File: src/rtl/alu_slice_sequencer_if.sv
// Request/response bundle between the ALU front end, the slice sequencer and writeback.
// master = front end / writeback side, slave = sequencer side.
`timescale 1ns/1ps
interface alu_slice_sequencer_if #(
  parameter int unsigned DATA_W = 128
);
  logic              req_valid;
  logic              req_ready;
  logic [2:0]        opsel;
  logic              mode;
  logic              cin;
  logic [DATA_W-1:0] a;
  logic [DATA_W-1:0] b;
  logic              rsp_valid;
  logic              rsp_ready;
  logic [DATA_W-1:0] result;
  logic              c_flag;
  logic              z_flag;
  logic              s_flag;
  logic              o_flag;

  modport master (
    output req_valid, opsel, mode, cin, a, b, rsp_ready,
    input  req_ready, rsp_valid, result, c_flag, z_flag, s_flag, o_flag
  );

  modport slave (
    input  req_valid, opsel, mode, cin, a, b, rsp_ready,
    output req_ready, rsp_valid, result, c_flag, z_flag, s_flag, o_flag
  );
endinterface

File: src/rtl/alu_slice_sequencer.sv
// Multi-cycle DATA_W ALU op run as LSB-first SLICE_W beats with carry ripple and c/z/s/o flags.
// Optional ALU_SEQ_BACK2BACK_EN: accept the next request in DONE when the response is taken.
`timescale 1ns/1ps
module alu_slice_sequencer #(
  parameter int unsigned DATA_W  = 128,
  parameter int unsigned SLICE_W = 32
) (
  input logic                  clk,
  input logic                  rst,
  alu_slice_sequencer_if.slave bus
);
  localparam int unsigned NBEAT  = DATA_W / SLICE_W;
  localparam int unsigned BEAT_W = (NBEAT > 1) ? $clog2(NBEAT) : 1;

  if ((DATA_W % SLICE_W) != 0) begin : g_bad_width
    $error("DATA_W must be an integer multiple of SLICE_W");
  end

  typedef enum logic [1:0] {S_IDLE, S_RUN, S_DONE} state_t;

  state_t              r_state;
  state_t              w_next;
  logic [BEAT_W-1:0]   r_beat;
  logic [2:0]          r_op;
  logic                r_mode;
  logic                r_cin;
  logic [DATA_W-1:0]   r_a;
  logic [DATA_W-1:0]   r_b;
  logic [DATA_W-1:0]   r_res;
  logic                r_carry;
  logic                r_c, r_z, r_s, r_o;

  logic                w_req_ready;
  logic                w_accept;
  logic                w_last;
  logic [SLICE_W-1:0]  w_sa, w_sb, w_bs, w_slice;
  logic [SLICE_W:0]    w_sum;
  logic                w_cfirst, w_cin_eff, w_cout;
  logic                w_arith, w_ovf_op;
  logic [DATA_W-1:0]   w_full;

  assign w_sa      = r_a[SLICE_W-1:0];
  assign w_sb      = r_b[SLICE_W-1:0];
  assign w_last    = (r_beat == BEAT_W'(NBEAT - 1));
  assign w_accept  = bus.req_valid && w_req_ready;
  assign w_arith   = !r_mode && (r_op != 3'd7);
  assign w_ovf_op  = !r_mode && (r_op < 3'd6);
  assign w_cin_eff = (r_beat == '0) ? w_cfirst : r_carry;
  assign w_sum     = {1'b0, w_sa} + {1'b0, w_bs} + {{SLICE_W{1'b0}}, w_cin_eff};

  // Result fills from the top and shifts down, so after the last beat slice 0 sits at the LSB.
  if (NBEAT > 1) begin : g_multi
    assign w_full = {w_slice, r_res[DATA_W-1:SLICE_W]};
  end else begin : g_single
    assign w_full = w_slice;
  end

  always_comb begin
    w_bs     = '0;
    w_cfirst = 1'b0;
    case (r_op)
      3'd0: begin w_bs = w_sb;  w_cfirst = 1'b0;  end
      3'd1: begin w_bs = w_sb;  w_cfirst = r_cin; end
      3'd2: begin w_bs = ~w_sb; w_cfirst = 1'b1;  end
      3'd3: begin w_bs = ~w_sb; w_cfirst = r_cin; end
      3'd4: begin w_bs = '0;    w_cfirst = 1'b1;  end
      3'd5: begin w_bs = '1;    w_cfirst = 1'b0;  end
      default: begin w_bs = '0; w_cfirst = 1'b0;  end
    endcase
  end

  always_comb begin
    w_slice = '0;
    w_cout  = 1'b0;
    if (!r_mode) begin
      if (r_op == 3'd7) begin
        w_slice = w_sb;
      end else begin
        w_slice = w_sum[SLICE_W-1:0];
        w_cout  = w_sum[SLICE_W];
      end
    end else begin
      case (r_op)
        3'd0:    w_slice = w_sa & w_sb;
        3'd1:    w_slice = w_sa | w_sb;
        3'd2:    w_slice = w_sa ^ w_sb;
        3'd3:    w_slice = ~w_sa;
        3'd4:    w_slice = ~(w_sa & w_sb);
        3'd5:    w_slice = ~(w_sa | w_sb);
        3'd6:    w_slice = ~(w_sa ^ w_sb);
        default: w_slice = w_sa;
      endcase
    end
  end

  always_comb begin
    w_next      = r_state;
    w_req_ready = 1'b0;
    case (r_state)
      S_IDLE: begin
        w_req_ready = 1'b1;
        if (bus.req_valid) w_next = S_RUN;
      end
      S_RUN: begin
        if (w_last) w_next = S_DONE;
      end
      S_DONE: begin
        if (bus.rsp_ready) begin
          w_next = S_IDLE;
`ifdef ALU_SEQ_BACK2BACK_EN
          w_req_ready = 1'b1;
          if (bus.req_valid) w_next = S_RUN;
`endif
        end
      end
      default: w_next = S_IDLE;
    endcase
  end

  always_ff @(posedge clk) begin
    if (rst) begin
      r_state <= S_IDLE;
      r_beat  <= '0;
      r_op    <= '0;
      r_mode  <= 1'b0;
      r_cin   <= 1'b0;
      r_a     <= '0;
      r_b     <= '0;
      r_res   <= '0;
      r_carry <= 1'b0;
      r_c     <= 1'b0;
      r_z     <= 1'b0;
      r_s     <= 1'b0;
      r_o     <= 1'b0;
    end else begin
      r_state <= w_next;
      if (w_accept) begin
        r_op   <= bus.opsel;
        r_mode <= bus.mode;
        r_cin  <= bus.cin;
        r_a    <= bus.a;
        r_b    <= bus.b;
        r_beat <= '0;
      end else if (r_state == S_RUN) begin
        r_a     <= r_a >> SLICE_W;
        r_b     <= r_b >> SLICE_W;
        r_res   <= w_full;
        r_carry <= w_cout;
        r_beat  <= r_beat + 1'b1;
        if (w_last) begin
          r_c <= w_arith & w_cout;
          r_z <= (w_full == '0);
          r_s <= w_full[DATA_W-1];
          r_o <= w_ovf_op && (w_sa[SLICE_W-1] == w_bs[SLICE_W-1])
                          && (w_slice[SLICE_W-1] != w_sa[SLICE_W-1]);
        end
      end
    end
  end

  assign bus.req_ready = w_req_ready;
  assign bus.rsp_valid = (r_state == S_DONE);
  assign bus.result    = r_res;
  assign bus.c_flag    = r_c;
  assign bus.z_flag    = r_z;
  assign bus.s_flag    = r_s;
  assign bus.o_flag    = r_o;
endmodule

File: src/flat_wrapper.sv
// flat-port wrapper written by rule: the top's interface ports become plain ports
module alu_slice_sequencer_flat 
#(
  parameter int unsigned DATA_W  = 128,
  parameter int unsigned SLICE_W = 32
)
  (clk, rst, bus_req_valid, bus_opsel, bus_mode, bus_cin, bus_a, bus_b, bus_rsp_ready, bus_req_ready, bus_rsp_valid, bus_result, bus_c_flag, bus_z_flag, bus_s_flag, bus_o_flag);
  alu_slice_sequencer_if #(.DATA_W(DATA_W)) bus_i ();
  input logic clk;
  input logic rst;
  input wire logic [$bits(bus_i.req_valid)-1:0] bus_req_valid;
  input wire logic [$bits(bus_i.opsel)-1:0] bus_opsel;
  input wire logic [$bits(bus_i.mode)-1:0] bus_mode;
  input wire logic [$bits(bus_i.cin)-1:0] bus_cin;
  input wire logic [$bits(bus_i.a)-1:0] bus_a;
  input wire logic [$bits(bus_i.b)-1:0] bus_b;
  input wire logic [$bits(bus_i.rsp_ready)-1:0] bus_rsp_ready;
  output wire logic [$bits(bus_i.req_ready)-1:0] bus_req_ready;
  output wire logic [$bits(bus_i.rsp_valid)-1:0] bus_rsp_valid;
  output wire logic [$bits(bus_i.result)-1:0] bus_result;
  output wire logic [$bits(bus_i.c_flag)-1:0] bus_c_flag;
  output wire logic [$bits(bus_i.z_flag)-1:0] bus_z_flag;
  output wire logic [$bits(bus_i.s_flag)-1:0] bus_s_flag;
  output wire logic [$bits(bus_i.o_flag)-1:0] bus_o_flag;
  assign bus_i.req_valid = bus_req_valid;
  assign bus_i.opsel = bus_opsel;
  assign bus_i.mode = bus_mode;
  assign bus_i.cin = bus_cin;
  assign bus_i.a = bus_a;
  assign bus_i.b = bus_b;
  assign bus_i.rsp_ready = bus_rsp_ready;
  assign bus_req_ready = bus_i.req_ready;
  assign bus_rsp_valid = bus_i.rsp_valid;
  assign bus_result = bus_i.result;
  assign bus_c_flag = bus_i.c_flag;
  assign bus_z_flag = bus_i.z_flag;
  assign bus_s_flag = bus_i.s_flag;
  assign bus_o_flag = bus_i.o_flag;
  alu_slice_sequencer #(.DATA_W(DATA_W), .SLICE_W(SLICE_W)) u_core (.clk(clk), .rst(rst), .bus(bus_i));
endmodule
File: config.mk
export PLATFORM = sky130hd
export DESIGN_NAME = alu_slice_sequencer_flat
export DESIGN_NICKNAME = d
export VERILOG_FILES = /design/src/rtl/alu_slice_sequencer_if.sv /design/src/rtl/alu_slice_sequencer.sv /design/src/flat_wrapper.sv
export SDC_FILE = /design/constraint.sdc
export NUM_CORES = 1
export LEC_CHECK = 0
export CORE_UTILIZATION = 60
export DETAILED_ROUTE_END_ITERATION = 8
export DONT_BUFFER_PORTS = 1
export PLACE_DENSITY = 0.75
export SYNTH_ARGS = -nofsm -noshare
export SYNTH_HDL_FRONTEND = slang
export SYNTH_SLANG_ARGS = --single-unit
File: constraint.sdc
create_clock -name clk -period 12.7 [get_ports clk]
set_input_delay 1.27 -clock clk [delete_from_list [all_inputs] [get_ports clk]]
set_output_delay 1.27 -clock clk [all_outputs]
set_load 0.01 [all_outputs]
== After elaboration in Yosys (flattened, before gate mapping) ==
Cells that the tools add are included.

* Memories: 0
* Flip-flop bits (word level): 398
* RAM bits: 0
* ROM bits: 0
* Output and inout port bits: 134
* Logic and storage cells: 79
* Bits in latches: 0
* Input port bits: 265

* Multiplexer cells: 17
* Order comparisons: 1
* Eq/ne operators: 16
* Multiply operators: 0
* Bitwise gates (word level): 10
* Divide/modulo/power cells: 0
* Reduce and logical (&&, ||, !) cells: 19
* Add/subtract/negate cells: 3
* Shifts and indexed selects: 0

{| class="wikitable"
|+ Operators by type and width
! cell !! count
|-
| 128-bit two-way mux || 4
|-
| 32-bit case mux with 7 select lines || 1
|-
| 32-bit NOT || 5
|-
| 128-bit zero test || 1
|-
| 32-bit case mux with 3 select lines || 1
|-
| 32-bit two-way mux || 2
|-
| 32-bit by 32-bit adder with 33-bit output || 1
|-
| 33-bit by 1-bit adder with 33-bit output || 1
|-
| 32-bit bitwise AND || 1
|-
| 32-bit bitwise OR || 1
|-
| 32-bit bitwise XOR || 1
|-
| 3-bit == test, second input constant || 4
|-
| 2-bit OR reduction || 5
|-
| 3-bit by 2-bit == test with 1-bit output, second input constant || 2
|-
| 2-bit two-way mux || 3
|-
| 2-bit case mux with 3 select lines || 1
|-
| 3-bit AND reduction || 2
|-
| 1-bit logical AND || 5
|-
| 2-bit == test, second input constant || 2
|-
| 2-bit zero test || 2
|-
| 1-bit two-way mux || 4
|-
| 2-bit != test, second input constant || 2
|-
| 3-bit by 1-bit == test with 1-bit output, second input constant || 1
|-
| 3-bit zero test || 1
|-
| other kinds (13) || 13
|}

== Depth between registers and ports, before layout ==
* Word-level depth: 9
* Gate-level depth with buffers: 21
* Depth with buffers taken out: 17

== Worst setup path after synthesis ==
OpenSTA, ideal clock, no wires.

* Kind: register to register
* Start: register u_core.r_op[1]
* End: register u_core.r_z (netlist: u_core.bus.z_flag)
* Data arrival time: 4.907 ns
* Buffers on the path: 5
* Setup time: 0.084 ns
* Clock period less this slack: 4.992 ns
* Cell stages (with the launch flop): 21
* Path slack: 7.708 ns
* Data required time: 12.616 ns
* Cells stage by stage: dfxtp_1 > buf_2 > buf_4 > buf_2 > buf_1 > buf_1 > o311ai_0 > o21ai_0 > fa_1 > inv_1 > fa_1 > a21o_1 > a221oi_2 > o21ai_2 > and3_4 > o2111ai_2 > mux2i_1 > a22oi_1 > o2111ai_1 > or4_4 > o31ai_2

* Longest elaborated chain between the ends: 8
* Elaborated cells on any way between the ends: 21
* Classes of those cells: add/sub: 2; eq/ne: 7; mux: 6; reduce/logical: 6

{| class="wikitable"
|+ RTL lines
! what !! line !! source
|-
| from (decl) || alu_slice_sequencer.sv:24 || <nowiki>logic [2:0] r_op;</nowiki>
|-
| from (signal assigned) || alu_slice_sequencer.sv:138 || <nowiki>r_op <= bus.opsel;</nowiki>
|-
| 3-bit by 2-bit == test with 1-bit output, or another cell as far along || alu_slice_sequencer.sv:61, alu_slice_sequencer.sv:83 ||
|-
| 2-bit OR reduction (no line) || -- ||
|-
| 32-bit case mux with 3 select lines or 1-bit case mux with 2 select lines (tied branches) || alu_slice_sequencer.sv:61 || <nowiki>case (r_op)</nowiki>
|-
| 32-bit by 32-bit adder with 33-bit output or 1-bit two-way mux (tied branches) || alu_slice_sequencer.sv:49, alu_slice_sequencer.sv:48 ||
|-
| 33-bit by 1-bit adder with 33-bit output || alu_slice_sequencer.sv:49 || <nowiki>assign w_sum = {1'b0, w_sa} + {1'b0, w_bs} + {{SLICE_W{1'b0}}, w_cin_eff};</nowiki>
|-
| 32-bit two-way mux || alu_slice_sequencer.sv:76 || <nowiki>if (r_op == 3'd7) begin</nowiki>
|-
| 32-bit two-way mux (*) || alu_slice_sequencer.sv:75 || <nowiki>if (!r_mode) begin</nowiki>
|-
| 128-bit zero test (*) || alu_slice_sequencer.sv:152 || <nowiki>r_z <= (w_full == '0);</nowiki>
|-
| to (signal assigned) || alu_slice_sequencer.sv:152 ||
|-
| to (decl) || alu_slice_sequencer.sv:31 || <nowiki>logic r_c, r_z, r_s, r_o;</nowiki>
|}

Mark *: on every way between the ends. The rest lies on a longest branch, timed or not.
A chain may end at the register's enable or synchronous reset.

== Final worst setup path ==
* Start: register u_core.r_op[2]
* End: register u_core.r_z (netlist: u_core.bus.z_flag)

The elaborated chain is that of the path after synthesis.

==> results_dict.tcl <==
set metrics [dict create \
    drv_slew 0 \
    rsz0062_at_grt "no" \
    achievable-frequency_ghz 0.181 \
    timing.max_slew.rel_slack_pct 13.9 \
    hold_depth 2 \
    hold_buffers 0 \
    regToRegSetupSlack_ps 7180 \
    vias 18200 \
    die_w_um 185 \
    netlist_cell_types 77 \
    worst_path_largest_cell_delay_ps 1070 \
    post-synth-top-area-fraction_pct 39.5 \
    cp_cell_sequence "buf_4 -> nand3b_1 -> o21ai_0 -> ha_1 -> a21oi_2 -> o22ai_1 -> a31oi_2 -> a31oi_1 -> o31ai_2 -> xor2_1 -> o21ai_1 -> a21boi_1 -> or4_4 -> o31ai_2" \
    drt-wirelength-per-cell_um 22.5 \
    drive_above_1_share_pct 6.13 \
    grt_first_pass_wirelength_mm 97.2 \
    netlist_area_um2 20200 \
    synth.top_cells.by_area "sky130_fd_sc_hd__dfxtp_1 (40%), sky130_fd_sc_hd__a21oi_1 (11%), sky130_fd_sc_hd__nand2_1 (9.9%), sky130_fd_sc_hd__a22oi_1 (7.3%), sky130_fd_sc_hd__ha_1 (6.0%)" \
    track_usage_pct 36.7 \
    portBuffers 0 \
    area_growth_pct 6.66 \
    min_period_ps 5520 \
    reg2reg_from "u_core.r_op[2]" \
    gp_congestion 0.960 \
    ys_warnings 0 \
    power_mw 3.12 \
    die_area_um2 34300 \
    clockBufferDepth 3 \
    worst-setup-path-type "reg -> reg" \
    setup-tns-final_ps 0 \
    cap_viol_max_count 0 \
    detail_route.first_pass.iterations 6 \
    globalRoute.totalOverflow 0 \
    core-area_um2 32800 \
    max_fo_critical_path 66 \
    power_per_cell_area_nw_per_um2 145 \
    cts_repair_resize_count 0 \
    die_h_um 185 \
    synthesis.nets 2899 \
    antenna_violations_before_repair 1 \
    timing.critical_path.mode_cell "sky130_fd_sc_hd__o31ai_2" \
    hold_violations 0 \
    worst_setup_path_end_kind "flip-flop" \
    cts_tree "done" \
    via_count_of_the_first_global_routing_pass 16800 \
    critical_path.slowest_cell "sky130_fd_sc_hd__nand3b_1" \
    viasPerCell 6.38 \
    outcome "completed" \
    num-fill-cells 2887 \
    dp_hpwl_mm 45.8 \
    worst-endpoint-required_ps 13160 \
    netlist.top_cell.by_area "sky130_fd_sc_hd__dfxtp_1" \
    cts_htree_levels 2 \
    grt_max_degree 401 \
    clk_pin_slew_ps 60 \
    synth_edf_count 0 \
    ys_seq_area_share_pct 39.5 \
    vdd_drop_max_v 0.000124 \
    worst_skew_pair_latency_ps 540 \
    r2r-end "u_core.bus.z_flag" \
    worstHoldEndpoint "u_core.r_a[51]" \
    library_cell_used_as_clock_root_buffer "sky130_fd_sc_hd__clkbuf_16" \
    dominant_register_cell_in_the_synthesized_netlist "sky130_fd_sc_hd__dfxtp_1" \
    critPathLaunchType "flip-flop" \
    tightestPinTransition_ps 1290 \
    path_buf_inv 1 \
    cts_setup_buffers 0 \
    cts_made_buffers 41 \
    tritoncts_num_sinks 398 \
    hp-start "u_core.r_a[51]" \
    floorplan.rows 66 \
    fin_crit_sh_pct 43.5 \
    async_reset_ff_share_pct 0 \
    drt_iter0_drc 1950 \
    antenna_violating_nets_post_route 0 \
    yosys_register_bits 398 \
    power_leakage_nw 7.77 \
    nets 2749 \
    drcViolationCount 0 \
    route.final.wire_length_mm 64.4 \
    min-delay-path-class "reg -> reg" \
    reg2regPathDepth 14 \
    setup_violations 0 \
    syn-instance-count 2535 \
    boundaryPins 399 \
    critPathArrivalTime_ps 5980 \
    timing.clock.skew_ps 13.4 \
    floorplan.initialDensity_pct 61.5 \
    top_cell_family_by_delay_on_the_critical_path "compound AO/OA/AOI/OAI gates" \
    syn_area_per_cell_um2 7.95 \
]
sequential cells by signal, summed over array words and instances (netlist names):
register	flops
u_core.bus.result	128
u_core.r_b	128
u_core.bus.o_flag	1
u_core.r_op	3
u_core.r_a	128
u_core.r_carry	1
u_core.r_beat	2
u_core.r_mode	1
u_core.bus.z_flag	1
u_core.r_state	2
u_core.r_cin	1
u_core.bus.c_flag	1
u_core.bus.s_flag	1
metrics by stage:
step           instance area, um^2  utilization [%]  setup WS, ps  hold WS [ps]  cells
2_1_floorplan                20200                -          7710           433   2535
3_3_place_gp                 20100             61.2          7360           442   2784
3_5_place_dp                 20100             61.2          7330           447   2784
4_1_cts                      21500             65.6          7290           455   2856
5_1_grt                      21500             65.6          6770           467   2857
6_report                     21500             65.6          7180           455   2857
layout by cell type, fill, tap and decap left out, drive strengths merged, types with 16 or more instances in the layout:
master / n
a22oi: 197
nand4: 16
nor2: 59
buf: 17
clkbuf: 59
nor3: 35
ha: 97
nor4: 25
dfxtp: 398
mux4: 30
inv: 114
nand3: 84
nand2: 534
xnor2: 67
o21ai: 69
a21oi: 433
cell type report:
| class | instances | area, um^2 | area share [%] |
|---|---|---|---|
| tap | 442 | 553 | 2.57 |
| antenna | 1 | 2.50 | 0.0116 |
| clock inverter | 13 | 185 | 0.861 |
| multi-input combinational | 1814 | 11000 | 51.1 |
| inverter | 113 | 424 | 1.97 |
| sequential | 398 | 7980 | 37.1 |
| timing repair buffer | 17 | 140 | 0.652 |
| clock buffer | 59 | 1240 | 5.79 |
how the worst max path moves through the flow:
stage,start,endpoint,cells past startpoint
after floorplan,u_core.r_op[1],u_core.bus.z_flag,20
after global placement,u_core.r_op[2],u_core.bus.z_flag,16
after detailed placement,u_core.r_op[2],u_core.bus.z_flag,14
after CTS,u_core.r_op[0],u_core.bus.z_flag,16
after global routing,u_core.r_op[0],u_core.bus.z_flag,16
final,u_core.r_op[2],u_core.bus.z_flag,14
synth_stat cells, drive strengths merged (8+ instances only):
| cell | number |
|---|---|
| dfxtp | 398 |
| nor2 | 59 |
| a21o | 13 |
| nand3 | 84 |
| ha | 97 |
| inv | 113 |
| nand2 | 534 |
| a31oi | 12 |
| nor3 | 35 |
| and2 | 8 |
| clkbuf | 177 |
| xnor2 | 67 |
| o21ai | 69 |
| nand4 | 16 |
| and3 | 8 |
| mux2i | 9 |
| a21oi | 433 |
| nor4 | 25 |
| a211oi | 14 |
| o22ai | 9 |
| a22oi | 197 |
| mux4 | 30 |
| buf | 33 |
routing by layer:
metal  routed length, um  up-vias  global-route usage, %
met1               26300     8753                   48.1
li1                    -     8593                      -
met2               30400      784                   59.9
met4                1820        0                   11.2
met3                5960      108                   8.18
met5                   0        -                      0
worst reg2reg max path: cells and delay by family (launching register included):
family | cells | cell delay (ps)
adders and majority gates | 1 | 360
xor gates and xnor gates | 1 | 170
DFF | 1 | 310
AOI/OAI and AO/OA | 9 | 2280
buffers and inverters | 1 | 610
and+or+nand+nor | 2 | 1700
cell families (layout without fill, tap and decap cells):
logic type / after synthesis / count (layout) / synth area share, %
AO/OA/AOI/OAI: 796 / 796 / 23.9
XOR/XNOR: 74 / 74 / 3.21
adder cells (fa/ha/maj): 99 / 99 / 6.22
buffers and inverters: 323 / 202 / 6.16
flip-flops: 398 / 398 / 39.5
multiplexers: 42 / 42 / 3.97
other: 0 / 1 / 0
AND/OR/NAND/NOR: 803 / 803 / 17.0
where the power goes:
part	total, mW	switching (mW)	internal (mW)
Sequential	1.40	0.0845	1.32
Clock	1.26	0.499	0.763
Combinational	0.460	0.291	0.169
Total	3.12	0.875	2.25
Power figures use the tool's default switching activity.
